<file path="src/rtl/data_consuming_block_if.sv">
// rtl/data_consuming_block_if.sv - 8-bit valid/ready byte stream between producer and consumer
interface data_consuming_block_if;
  logic       valid_in;
  logic       ready_out;
  logic [7:0] data_in;

  modport master (
    output valid_in,
    output data_in,
    input  ready_out
  );

  modport slave (
    input  valid_in,
    input  data_in,
    output ready_out
  );
endinterface

</file>
<file path="src/rtl/data_consuming_block.sv">
// rtl/data_consuming_block.sv - stream sink with rotating backpressure and incrementing-sequence checker
module data_consuming_block #(
  parameter logic [7:0] READY_PATTERN = 8'hFF,
  parameter int         CNT_W         = 16
) (
  input  logic                     clk,
  input  logic                     rst,
  data_consuming_block_if.slave    stream,
  output logic                     locked,
  output logic [CNT_W-1:0]         beat_count,
  output logic [7:0]               err_count,
  output logic                     err_flag,
  output logic [7:0]               last_data
);

  typedef enum logic {
    UNLOCKED = 1'b0,
    LOCKED   = 1'b1
  } state_t;

  state_t           state_q, state_d;
  logic [7:0]       pat_q;
  logic             ready_q;
  logic [7:0]       expected_q, expected_d;
  logic [CNT_W-1:0] beat_q, beat_d;
  logic [7:0]       err_q, err_d;
  logic             flag_q, flag_d;
  logic [7:0]       last_q, last_d;

  logic             accept;
  logic             seq_match;
  logic [7:0]       data_plus1;

  assign accept     = stream.valid_in && ready_q;
  assign seq_match  = (stream.data_in == expected_q);
  assign data_plus1 = stream.data_in + 8'd1;

  // Backpressure runs free of valid_in so the ready sequence has a fixed period of 8.
  always_ff @(posedge clk) begin
    if (rst) begin
      pat_q   <= READY_PATTERN;
      ready_q <= 1'b0;
    end else begin
      ready_q <= pat_q[0];
      pat_q   <= {pat_q[0], pat_q[7:1]};
    end
  end

  assign stream.ready_out = ready_q;

  always_ff @(posedge clk) begin
    if (rst) begin
      state_q <= UNLOCKED;
    end else begin
      state_q <= state_d;
    end
  end

  always_comb begin
    state_d = state_q;
    case (state_q)
      UNLOCKED: if (accept) state_d = LOCKED;
      LOCKED:   state_d = LOCKED;
      default:  state_d = UNLOCKED;
    endcase
  end

  // On a mismatch we resync to the received byte, so one dropped or repeated beat costs one error.
  always_comb begin
    expected_d = expected_q;
    beat_d     = beat_q;
    err_d      = err_q;
    flag_d     = flag_q;
    last_d     = last_q;
    if (accept) begin
      beat_d = beat_q + CNT_W'(1);
      last_d = stream.data_in;
      case (state_q)
        UNLOCKED: expected_d = data_plus1;
        LOCKED: begin
          if (seq_match) begin
            expected_d = expected_q + 8'd1;
          end else begin
            expected_d = data_plus1;
            flag_d     = 1'b1;
            if (err_q != 8'hFF) err_d = err_q + 8'd1;
          end
        end
        default: expected_d = expected_q;
      endcase
    end
  end

  always_ff @(posedge clk) begin
    if (rst) begin
      expected_q <= 8'h00;
      beat_q     <= '0;
      err_q      <= 8'h00;
      flag_q     <= 1'b0;
      last_q     <= 8'h00;
    end else begin
      expected_q <= expected_d;
      beat_q     <= beat_d;
      err_q      <= err_d;
      flag_q     <= flag_d;
      last_q     <= last_d;
    end
  end

  assign locked     = (state_q == LOCKED);
  assign beat_count = beat_q;
  assign err_count  = err_q;
  assign err_flag   = flag_q;
  assign last_data  = last_q;

endmodule

</file>
<file path="src/flat_wrapper.sv">
// flat-port wrapper written by rule: the top's interface ports become plain ports
module data_consuming_block_flat 
#(
  parameter logic [7:0] READY_PATTERN = 8'hFF,
  parameter int         CNT_W         = 16
)
  (clk, rst, locked, beat_count, err_count, err_flag, last_data, stream_valid_in, stream_data_in, stream_ready_out);
  data_consuming_block_if stream_i ();
  input  logic clk;
  input  logic rst;
  output logic locked;
  output logic [CNT_W-1:0] beat_count;
  output logic [7:0] err_count;
  output logic err_flag;
  output logic [7:0] last_data;
  input wire logic [$bits(stream_i.valid_in)-1:0] stream_valid_in;
  input wire logic [$bits(stream_i.data_in)-1:0] stream_data_in;
  output wire logic [$bits(stream_i.ready_out)-1:0] stream_ready_out;
  assign stream_i.valid_in = stream_valid_in;
  assign stream_i.data_in = stream_data_in;
  assign stream_ready_out = stream_i.ready_out;
  data_consuming_block #(.READY_PATTERN(READY_PATTERN), .CNT_W(CNT_W)) u_core (.clk(clk), .rst(rst), .stream(stream_i), .locked(locked), .beat_count(beat_count), .err_count(err_count), .err_flag(err_flag), .last_data(last_data));
endmodule
</file>
<file path="config.mk">
export PLATFORM = sky130hd
export DESIGN_NAME = data_consuming_block_flat
export DESIGN_NICKNAME = d
export VERILOG_FILES = /design/src/rtl/data_consuming_block_if.sv /design/src/rtl/data_consuming_block.sv /design/src/flat_wrapper.sv
export SDC_FILE = /design/constraint.sdc
export NUM_CORES = 1
export LEC_CHECK = 0
export CORE_MARGIN = 10
export CORE_UTILIZATION = 60
export DETAILED_ROUTE_END_ITERATION = 16
export DONT_BUFFER_PORTS = 1
export GPL_TIMING_DRIVEN = 0
export PLACE_DENSITY = 0.76
export SETUP_SLACK_MARGIN = 0.5
export SYNTH_ARGS = -nofsm -noshare
export SYNTH_HDL_FRONTEND = slang
export SYNTH_SLANG_ARGS = --single-unit
</file>
<file path="constraint.sdc">
create_clock -name clk -period 2 [get_ports clk]
set_clock_uncertainty 0.1 [all_clocks]
set_input_delay 0.4 -clock clk [delete_from_list [all_inputs] [get_ports clk]]
set_output_delay 0.4 -clock clk [all_outputs]
set_load 0.005 [all_outputs]
</file>
# --- Word level (Yosys, flattened, before mapping) ---
# Index checks and enable logic that the tools add are counted.
totals:
  ff_bits: 51
  word_cells: 23
op_classes:
  n_addsub: 4
  n_eq_ne: 2
  n_mux: 4
  bitwise_logic: 2
  n_reduce_logical: 3
ops:
  columns: ["cell", "count"]
  rows:
  - ["$add A8 B1 Y8 const B", 3]
  - ["$add A16 B1 Y16 const B", 1]
  - ["$pmux W8 S2", 1]
  - ["$eq A8 B8 Y1", 1]
  - ["$mux W8", 1]
  - ["$ne A8 B8 Y1 const B", 1]
  - ["$reduce_and A4 Y1", 1]
  - ["$reduce_and A3 Y1", 1]
  - ["$not A1 Y1", 2]
  - ["$pmux W1 S2", 1]
  - ["$logic_and A1 B1 Y1", 1]
  - ["$mux W1", 1]

# --- Longest topological paths before layout ---
# Gate-level depths: netlist of run 1.
depth:
  depth_word: 3
  mapped_depth: 7
  mapped_depth_nobuf: 6

# --- Least setup slack after synthesis of run 1 ---
# Ideal clock, no wire load.
synth_timing:
  kind: "input to register"
  startpoint: "in stream_data_in[2]"
  endpoint: "reg u_core.err_q[4] (netlist: u_core.err_count[4])"
  arrival_ns: 1.560
  required_time_ns: 1.785
  slack_ns: 0.225
  path_stages: 7
  n_path_buf: 2
  cell_sequence: "buf_2 xnor2_2 nand4_4 o21ai_4 buf_2 nor4_1 o21ba_2"
synth_via:
  elab_chain_len: 3
synth_rtl:
  columns: ["item", "line", "rtl"]
  rows:
  - ["from (decl)", "flat_wrapper.sv:17", "input wire logic [$bits(stream_i.data_in)-1:0] stream_data_in;"]
  - ["$eq A8 B8 Y1", "data_consuming_block.sv:35", "assign seq_match = (stream.data_in == expected_q);"]
  - ["$not A1 Y1 (no source line)", null, null]
  - ["$reduce_and A4 Y1 (no source line)", null, null]
  - ["to (signal assigned)", "data_consuming_block.sv:104", "err_q <= err_d;"]
  - ["to (decl)", "data_consuming_block.sv:26", "logic [7:0] err_q, err_d;"]
# No other way between the ends.
# A chain may end at the register's enable or synchronous reset.

# --- Worst setup path in the final report of run 1 ---
layout_timing:
  startpoint: "reg u_core.err_q[0] (netlist: u_core.err_count[0])"
  endpoint: "reg u_core.err_q[7] (netlist: u_core.err_count[7])"
layout_via:
  elab_chain_len: 2
  elab_cells_between_ends: 3
  cone_classes: "1 x add/sub; 1 x eq/ne; 1 x reduce/logical"
layout_rtl:
  columns: ["item"]
  rows:
  - ["branches (longest 2 deep; another with $add A8 B1 Y8)"]
# Several ways; the timed one is not identified.

==> results.yml, run 1 <==
yosys:
  synth_flop_cell: "dfxtp_1"
  syn-num-nets: 297
  netlist-cell-type-count: 50
  syn_inst: 282
  synthMuxAreaShare_pct: 0.8201
  synth-compound-area-share_pct: 13.02
  yosys.area_share.simple_pct: 29.11
  synth_edf_count: 0
  synth.ff_latch_count: 51
  ys_seq_area_share_pct: 41.82
  synth.cell_area_um2: 2441
  yosysWarnings: 0
  async_flop_share_pct: 0
  avgSynthCellArea_um2: 8.656
  synthXorXnorAreaFrac_pct: 9.944
  synth_top_family_by_area: "simple AND/OR/NAND/NOR gates"
  synthAdderAreaFrac_pct: 2.050
global_routing:
  grt_usage_pct: 18.45
  grt_pass1_vias: 2196
  overflow: 0
  grt_start_max_net_pins: 17
  antenna_found_initial: 0
  grt_first_pass_wirelength_um: 10950
power:
  powerDensity_nw_per_um2: 637.2
  finalPower_w: 0.002096
  p_leak_nw: 1.179
  ir_worst_vdd_v: 0.0005358
hold_path:
  worstHoldStart: "stream_data_in[4]"
  hold_class: "primary input to flop"
finish:
  final_util_pct: 82.83
  n_antenna_cell: 0
  drive_above_1_share_pct: 38.22
  fin_nets: 328
  finalNonFillerCells: 364
  area_delta_synth_final_pct: 34.75
floorplanning:
  initial_core_util_pct: 61.47
  fp-row-count: 23
  ios: 46
  die-area_um2: 7020
  die_w_um: 83.79
  core-area_um2: 3971
  die_h_um: 83.79
drt:
  wl_um: 7247
  drc: 0
  vias: 2304
  wl_per_cell_um: 19.91
  drtAntennaViolNets: 0
  drt_iter0_drc: 143
  vias_per_cell: 6.330
  first_pass_iters: 5
critical_path:
  cp_max_fo: 5
  crit_start: "u_core.err_count[0]"
  worstReg2RegStart: "u_core.err_count[0]"
  crit_required_ps: 2140
  crit_path_end_kind: "flop"
  arrival_ps: 1900
  crit_type: "flop to flop"
  cp-start-kind: "flop"
timing:
  min_period_ps: 1764
  maxSlewViolCount: 0
  post-route-period-util_pct: 88.19
  maxSlewHeadroom_pct: 63.08
  fmaxAchievable_ghz: 0.5669
  final.setup.worst_slack_ps: 236.1
  grt_setup_unrepaired: "yes"
  final_hold_viol_count: 0
  setup_violations: 0
  final.setup.tns_ps: 0
  tightest_slew_ps: 553.9
place:
  gp_congestion: 0.9131
  portBuffers: 0
  dp_cells: 332
  place_worst_setup_slack_ps: 116.3
  dp_hpwl_um: 4072
clocking:
  cts_buffers: 5
  h-tree-depth: 2
  insertion_delay_ps: 310
  cts_max_path_buffers: 2
  hold_buffers: 0
  root_buffer: "clkbuf_8"
  cts_tree: "done"
  path_clk_slew_ps: 100
  cts_sinks: 51
run_status:
  status: "complete, no violations"
flow_run:
  drv_cap: 0
## registers in the layout, summed over array words and instances (netlist names)
signal,flops
u_core.last_data,8
u_core.locked,1
u_core.pat_q,8
u_core.err_count,8
u_core.stream.ready_out,1
u_core.expected_q,8
u_core.err_flag,1
u_core.beat_count,16
## timing repair
action                     4_1_cts  5_1_grt
pin swaps                       17       11
setup buffers                   20        3
setup endpoints to repair       33       37
cloned                           1        0
gates resized for setup         58       40
## layout by cell type (no fill, tap or decap), types with 3 or more instances in the layout
master and n:
dfxtp_4 14, nand3b_1 3, xnor2_4 7, clkbuf_8 6, nand2_1 33, or2_2 8, dfxtp_2 9, clkbuf_1 5
or3_1 6, nor3_1 3, nand3_1 10, buf_6 12, o21ai_0 5, buf_4 14, nor2_1 24, a21oi_1 19
and3_4 3, xor2_1 11, inv_1 6, o21ai_1 4, dfxtp_1 28, nand4_1 8, clkbuf_2 3, a21oi_2 3
xnor2_1 6
## cell families after synthesis
group / count (synthesis)
muxes: 2
adders and majority gates: 4
xor gates and xnor gates: 26
buffers and inverters: 20
and+or+nand+nor: 130
DFF: 51
AOI/OAI and AO/OA: 49
## cells in the mapped netlist, types with 4 or more instances
library cell  number  area (µm²)
a21oi_1           22       110.1
o21ai_0            9       45.04
nor3_1             6       30.03
clkbuf_1          10       37.54
inv_1              7       26.28
nor2_1            26       97.59
and3_1             4       25.02
dfxtp_1           51        1021
or2_2              8       50.05
nand3_1           13       65.06
xor2_1            12       105.1
nand4_1            8       50.05
nand2_1           35       131.4
xnor2_1           12       105.1
ha_1               4       50.05
or3_1              6       37.54
## report_power, final
part	total, W	internal, W	switching, W
Sequential	0.00107	0.00103	0.0000379
Combinational	0.000258	0.000124	0.000134
Clock	0.000769	0.000412	0.000357
Total	0.00210	0.00157	0.000530
## critical path: stages, from the launching register on
cell	delay, ps
dfxtp_4	390
ha_4	180
and4_4	190
nand4b_4	190
or4_4	510
a21oi_2	140
## layout make-up
type	count	area [µm²]
clock buffers	6	82.58
multi-input cells	211	1674
well taps	50	62.56
repair buffers	24	217.7
fillers	208	681.9
inverters	7	30.03
flip-flops and latches	51	1085
clock inverters	2	38.79
plain buffers	13	98.84
## per-stage QoR
stage,hold WS [ps],cell area [µm²]
5_1_grt,119.9,3289
4_1_cts,114.0,3090
6_report,122.5,3289
3_3_place_gp,294.9,2610
2_1_floorplan,289.5,2547
3_5_place_dp,296.6,2610
## path summary, 6_finish.rpt
kind | to | slack [ps] | depth (start not counted)
worst min-delay path | u_core.last_data[4] | 120 | 2
worst min register to register | u_core.pat_q[5] | 320 | 1
worst max register to register | u_core.err_count[7] | 240 | 5
worst max-delay path | u_core.err_count[7] | 240 | 5
## metal layers
metal	global-route usage (%)	wire length, µm	vias up
met3	6.445	701	22
met5	0	0	-
li1	-	-	1058
met1	20.84	2811	1101
met2	31.36	3546	123
met4	6.240	187	0
No activity file was read; power rests on OpenSTA's default activity.
==> run 2: changes to the inputs <==
--- a/config.mk
+++ b/config.mk
@@ -12,6 +12,7 @@
 export GPL_TIMING_DRIVEN = 0
 export PLACE_DENSITY = 0.76
 export SETUP_SLACK_MARGIN = 0.5
+export SLEW_MARGIN = 20
 export SYNTH_ARGS = -nofsm -noshare
 export SYNTH_HDL_FRONTEND = slang
 export SYNTH_SLANG_ARGS = --single-unit
==> constraint.sdc (replaced) <==
create_clock -name clk -period 2.3 [get_ports clk]
set_clock_uncertainty 0.1 [all_clocks]
set_input_delay 0.46 -clock clk [delete_from_list [all_inputs] [get_ports clk]]
set_output_delay 0.46 -clock clk [all_outputs]
set_load 0.005 [all_outputs]
==> run 2 against run 1 <==
Cell count is 4.4% lower. Setup slack better by 310 ps. Clock power down 31%. Register-to-register slack better by 310 ps. Count of clock-buffer cells in the layout fell by 1. Utilization decreased by 13 points. Fmax is 0.67% higher. Global-route usage decreased by 2.9 points.
==> results.yml, run 2 (synthesized netlist as in run 1, its figures left out) <==
place:
  portBuffers: 0
  dp_hpwl_um: 4030
  gp_congestion: 0.8353
  place_worst_setup_slack_ps: 326.3
critical_path:
  arrival_ps: 1900
  crit_required_ps: 2450
  cp_max_fo: 5
  crit_path_end_kind: "flop"
  cp-start-kind: "flop"
  crit_type: "flop to flop"
power:
  p_leak_nw: 0.9919
  ir_worst_vdd_v: 0.0003849
  switching_share_pct: 26.63
  seqPwrFrac_pct: 58.2
  powerDensity_nw_per_um2: 581.1
  intPower_w: 0.001180
  p_sw_w: 0.0004283
  pwr-share-clk_pct: 32.9
  p_comb_share_pct: 8.9
global_routing:
  antenna_found_initial: 0
  grt_usage_pct: 15.59
  grt_pass1_vias: 1998
  grt_first_pass_wirelength_um: 9466
  grt_start_max_net_pins: 17
  overflow: 0
timing:
  min_period_ps: 1752
  final_hold_viol_count: 0
  setup_violations: 0
  fmaxAchievable_ghz: 0.5707
  grt_setup_unrepaired: "yes"
  post-route-period-util_pct: 76.18
  final.setup.tns_ps: 0
  final.setup.worst_slack_ps: 547.9
  maxSlewViolCount: 0
  tightest_slew_ps: 550.2
  maxSlewHeadroom_pct: 63.32
finish:
  area_delta_synth_final_pct: 13.38
  layout_common_cells: "dfxtp_1 (36), nand2_1 (34), nor2_1 (25)"
  largest_reg_flops: 16
  fin_nets: 312
  n_antenna_cell: 0
  drive_above_1_share_pct: 23.15
  final_common_cell: "dfxtp_1"
drt:
  vias_per_cell: 5.868
  drtAntennaViolNets: 0
  drc: 0
  wl_um: 5854
  drt_iter0_drc: 78
  wl_per_cell_um: 16.82
  first_pass_iters: 4
  vias: 2042
floorplanning:
  die_w_um: 83.79
  core-area_um2: 3971
  initial_core_util_pct: 61.47
  fp-row-count: 23
  die_h_um: 83.79
  ios: 46
  die-area_um2: 7020
clocking:
  hold_buffers: 0
  insertion_delay_ps: 320
  cts_buffers: 5
  cts_max_path_buffers: 2
  cts_sinks: 51
  h-tree-depth: 2
  root_buffer: "clkbuf_8"
  path_clk_slew_ps: 90
  cts_tree: "done"
run_status:
  status: "complete, no violations"
flow_run:
  drv_cap: 0
hold_path:
  hold_class: "primary input to flop"
## run 2: changes by cell type in the layout (fill, tap and decap cells not counted), moves of 6 or more
cell	change
xnor2_2	+6
dfxtp_1	+8
buf_4	-6
xnor2_4	-7
dfxtp_4	-13
buf_6	-11
## run 2: final timing paths
path	startpoint	end	slack, ps	cells after the start
worst max-delay path	u_core.err_count[4]	u_core.err_count[7]	550	5
worst min register to register	u_core.pat_q[6]	u_core.pat_q[5]	310	1
worst max register to register	u_core.err_count[4]	u_core.err_count[7]	550	5
worst min-delay path	stream_data_in[4]	u_core.last_data[4]	170	2
## run 2: per-layer routing
metal | share of wire, % | vias to the layer above | routed length [µm] | track usage [%]
li1 | - | 1017 | - | -
met1 | 43 | 963 | 2528 | 17.36
met2 | 48 | 51 | 2794 | 26.97
met3 | 7.6 | 11 | 447 | 5.859
met4 | 1.4 | 0 | 83 | 4.262
met5 | 0 | - | 0 | 0
## run 2: area by class of cell
type	instances	area, µm²
inverter	7	26.28
clock inverter	3	18.77
fill	311	1204
sequential	51	1042
buffer	13	61.31
clock buffer	5	68.82
timing repair buffer	8	60.06
tap	50	62.56
multi-input combinational	211	1428
## run 2: power groups by stage
| stage | logic, W | clock network, W | registers (W) |
|---|---|---|---|
| after floorplan | 0.000105 | 0 | 0.000944 |
| after global routing | 0.000158 | 0.000563 | 0.000940 |
| after CTS | 0.000133 | 0.000530 | 0.000931 |
| after global placement | 0.000128 | 0 | 0.000952 |
| after detailed placement | 0.000129 | 0 | 0.000951 |
| final | 0.000143 | 0.000529 | 0.000936 |
## run 2: critical path, cell delays in order, from the launching register on
cell	delay, ps
dfxtp_2	360
and3_4	200
and4_4	200
nand4b_4	180
or4_4	500
a21oi_1	150
## run 2: timing repair
action	4_1_cts	5_1_grt
pin swaps	4	2
cloned	0	0
buffers inserted	7	1
endpoints found under the setup margin	10	20
resized for setup	10	26
## run 2: stage by stage
step	cells	hold slack (ps)	utilization (%)	area, µm²	total power [W]
final	348	171.5	69.69	2768	0.001608
after detailed placement	332	293.4	63.11	2506	0.001081
after global placement	332	292.8	63.11	2506	0.001079
after floorplan	282	289.5	-	2444	0.001049
after CTS	347	172.4	67.23	2670	0.001594
after global routing	348	173.7	69.69	2768	0.001660
==> run 3: changes to the inputs <==
--- a/config.mk
+++ b/config.mk
@@ -6,11 +6,11 @@
 export NUM_CORES = 1
 export LEC_CHECK = 0
 export CORE_MARGIN = 10
-export CORE_UTILIZATION = 60
+export CORE_UTILIZATION = 56
 export DETAILED_ROUTE_END_ITERATION = 16
 export DONT_BUFFER_PORTS = 1
 export GPL_TIMING_DRIVEN = 0
-export PLACE_DENSITY = 0.76
+export PLACE_DENSITY = 0.74
 export SETUP_SLACK_MARGIN = 0.5
 export SLEW_MARGIN = 20
 export SYNTH_ARGS = -nofsm -noshare
==> constraint.sdc (replaced) <==
create_clock -name clk -period 1.41 [get_ports clk]
set_clock_uncertainty 0.1 [all_clocks]
set_input_delay 0.282 -clock clk [delete_from_list [all_inputs] [get_ports clk]]
set_output_delay 0.282 -clock clk [all_outputs]
set_load 0.005 [all_outputs]
==> run 3 against run 2 <==
The flow now finishes with violations (hold timing, setup timing). Routed wire length up 56%. Utilization up 23 points. Sequential power up 60%. Combinational power rose to 3.3 times the previous value. Count of clock-buffer cells in the layout up 2. Final area up 37%. Global-route usage up 3.6 points. Power up 88%. Critical path type unchanged. Critical endpoint is now u_core.expected_q[5].
==> results.yml, run 3 (synthesized netlist as in run 1, its figures left out) <==
timing:
  final.setup.worst_slack_ps: -441.3
  min_period_ps: 1851
  setup_violations: 40
  grt_setup_unrepaired: "yes"
  maxSlewHeadroom_pct: 68.88
  maxSlewViolCount: 0
  post-route-period-util_pct: 131.3
  final_hold_viol_count: 2
  timing.hold.ws_ps: -7.751
  fmaxAchievable_ghz: 0.5402
  tightest_slew_ps: 465.0
drt:
  vias_per_cell: 6.692
  wl_per_cell_um: 24.23
  first_pass_iters: 7
  drt_iter0_drc: 256
  vias: 2523
  drc: 0
  drtAntennaViolNets: 0
  wl_um: 9135
critical_path:
  r2r_slack_ps: -440
  crit_path_end_kind: "flop"
  worstReg2RegStart: "u_core.expected_q[4]"
  reg2reg_depth: 5
  crit_required_ps: 1510
  cp_max_fo: 6
  r2r_end: "u_core.expected_q[5]"
  arrival_ps: 1950
  crit_type: "flop to flop"
  cp-start-kind: "flop"
clocking:
  cts_sinks: 51
  hold_buffers: 5
  cts_max_path_buffers: 2
  insertion_delay_ps: 320
  cts_tree: "done"
  cts_buffers: 5
  root_buffer: "clkbuf_8"
  path_clk_slew_ps: 100
  h-tree-depth: 2
floorplanning:
  die_h_um: 86.03
  initial_core_util_pct: 59.32
  die-area_um2: 7400
  die_w_um: 86.03
  fp-row-count: 23
  ios: 46
  core-area_um2: 4115
hold_path:
  whs_path_depth: 2
  worstHoldStart: "stream_data_in[0]"
  hold_class: "primary input to flop"
  min_to: "u_core.last_data[0]"
finish:
  multiInputGateArea_um2: 1872
  drive_above_1_share_pct: 56.57
  fin_nets: 341
  fillers: 146
  layout_common_cells: "dfxtp_4 (31), nor2_1 (24), nand2_1 (23)"
  area_delta_synth_final_pct: 55.87
  n_antenna_cell: 0
  seq_area_um2: 1152
  largest_reg_flops: 16
  final_common_cell: "dfxtp_4"
global_routing:
  antenna_found_initial: 0
  grt_usage_pct: 19.20
  grt_pass1_vias: 2249
  overflow: 0
  grt_start_max_net_pins: 17
  grt_first_pass_wirelength_um: 11560
power:
  p_leak_nw: 1.419
  finalPower_w: 0.003021
  ir_worst_vdd_v: 0.0008851
  powerDensity_nw_per_um2: 794.1
place:
  gp_congestion: 0.8360
  portBuffers: 0
  place_worst_setup_slack_ps: -325.0
  dp_hpwl_um: 4211
run_status:
  failed_checks: "hold timing, setup timing"
  status: "finished, violations left"
flow_run:
  drv_cap: 0
run 3: how the worst max path moves through the flow:
stage                              start              endpoint  slack, ps  cells past startpoint
global route        u_core.expected_q[4]  u_core.expected_q[5]       -470                      5
finish              u_core.expected_q[4]  u_core.expected_q[5]       -440                      5
detailed placement         u_core.locked   u_core.err_count[7]       -330                      5
global placement    u_core.expected_q[7]  u_core.expected_q[1]       -320                      5
floorplan            u_core.err_count[1]   u_core.err_count[7]       -150                      5
CTS                 u_core.expected_q[4]  u_core.expected_q[1]       -250                      6
run 3: report_power, final:
part	switching (W)	internal, W	leakage [nW]
sequential	0.0000620	0.00143	0.443
clock	0.000540	0.000514	0.0600
combinational	0.000232	0.000240	0.916
total	0.000835	0.00219	1.42
run 3: cell type report:
class,instances,area share [%]
Buffer,13,5.261
Sequential cell,51,30.29
Timing Repair Buffer,36,9.767
Multi-Input combinational cell,212,49.19
Clock inverter,1,0.2302
Tap cell,50,1.644
Inverter,7,0.7892
Clock buffer,7,2.828
run 3: per-layer routing:
metal,share of wire (%),global-route usage [%],up-vias,wire length (µm)
met1,36,22.23,1191,3267
met2,49,32.25,187,4479
met4,4.3,5.838,0,396
li1,-,-,1098,-
met5,0,0,-,0
met3,11,6.812,47,992
run 3: stage by stage:
step	std cells	utilization [%]	TNS [ps]	cell area (µm²)
4_1_cts	367	84.43	-4277	3475
6_report	377	92.46	-7265	3805
5_1_grt	377	92.46	-9496	3805
3_5_place_dp	332	69.29	-4950	2851
3_3_place_gp	332	69.29	-4754	2851
2_1_floorplan	282	-	-1506	2789
run 3: critical path, cell delays in order (launching register included):
cell and delay (ps):
dfxtp_4 370, xnor2_2 180, nand4_4 240, o41ai_2 380, nand2_1 170, o221ai_1 290
run 3: repair_timing:
item                                    CTS  global route
cloned                                    4             0
endpoints found under the hold margin     6             1
endpoints found under the setup margin   77            77
gates resized for setup                  88            57
pin swaps                                28            29
buffers inserted                         18            10
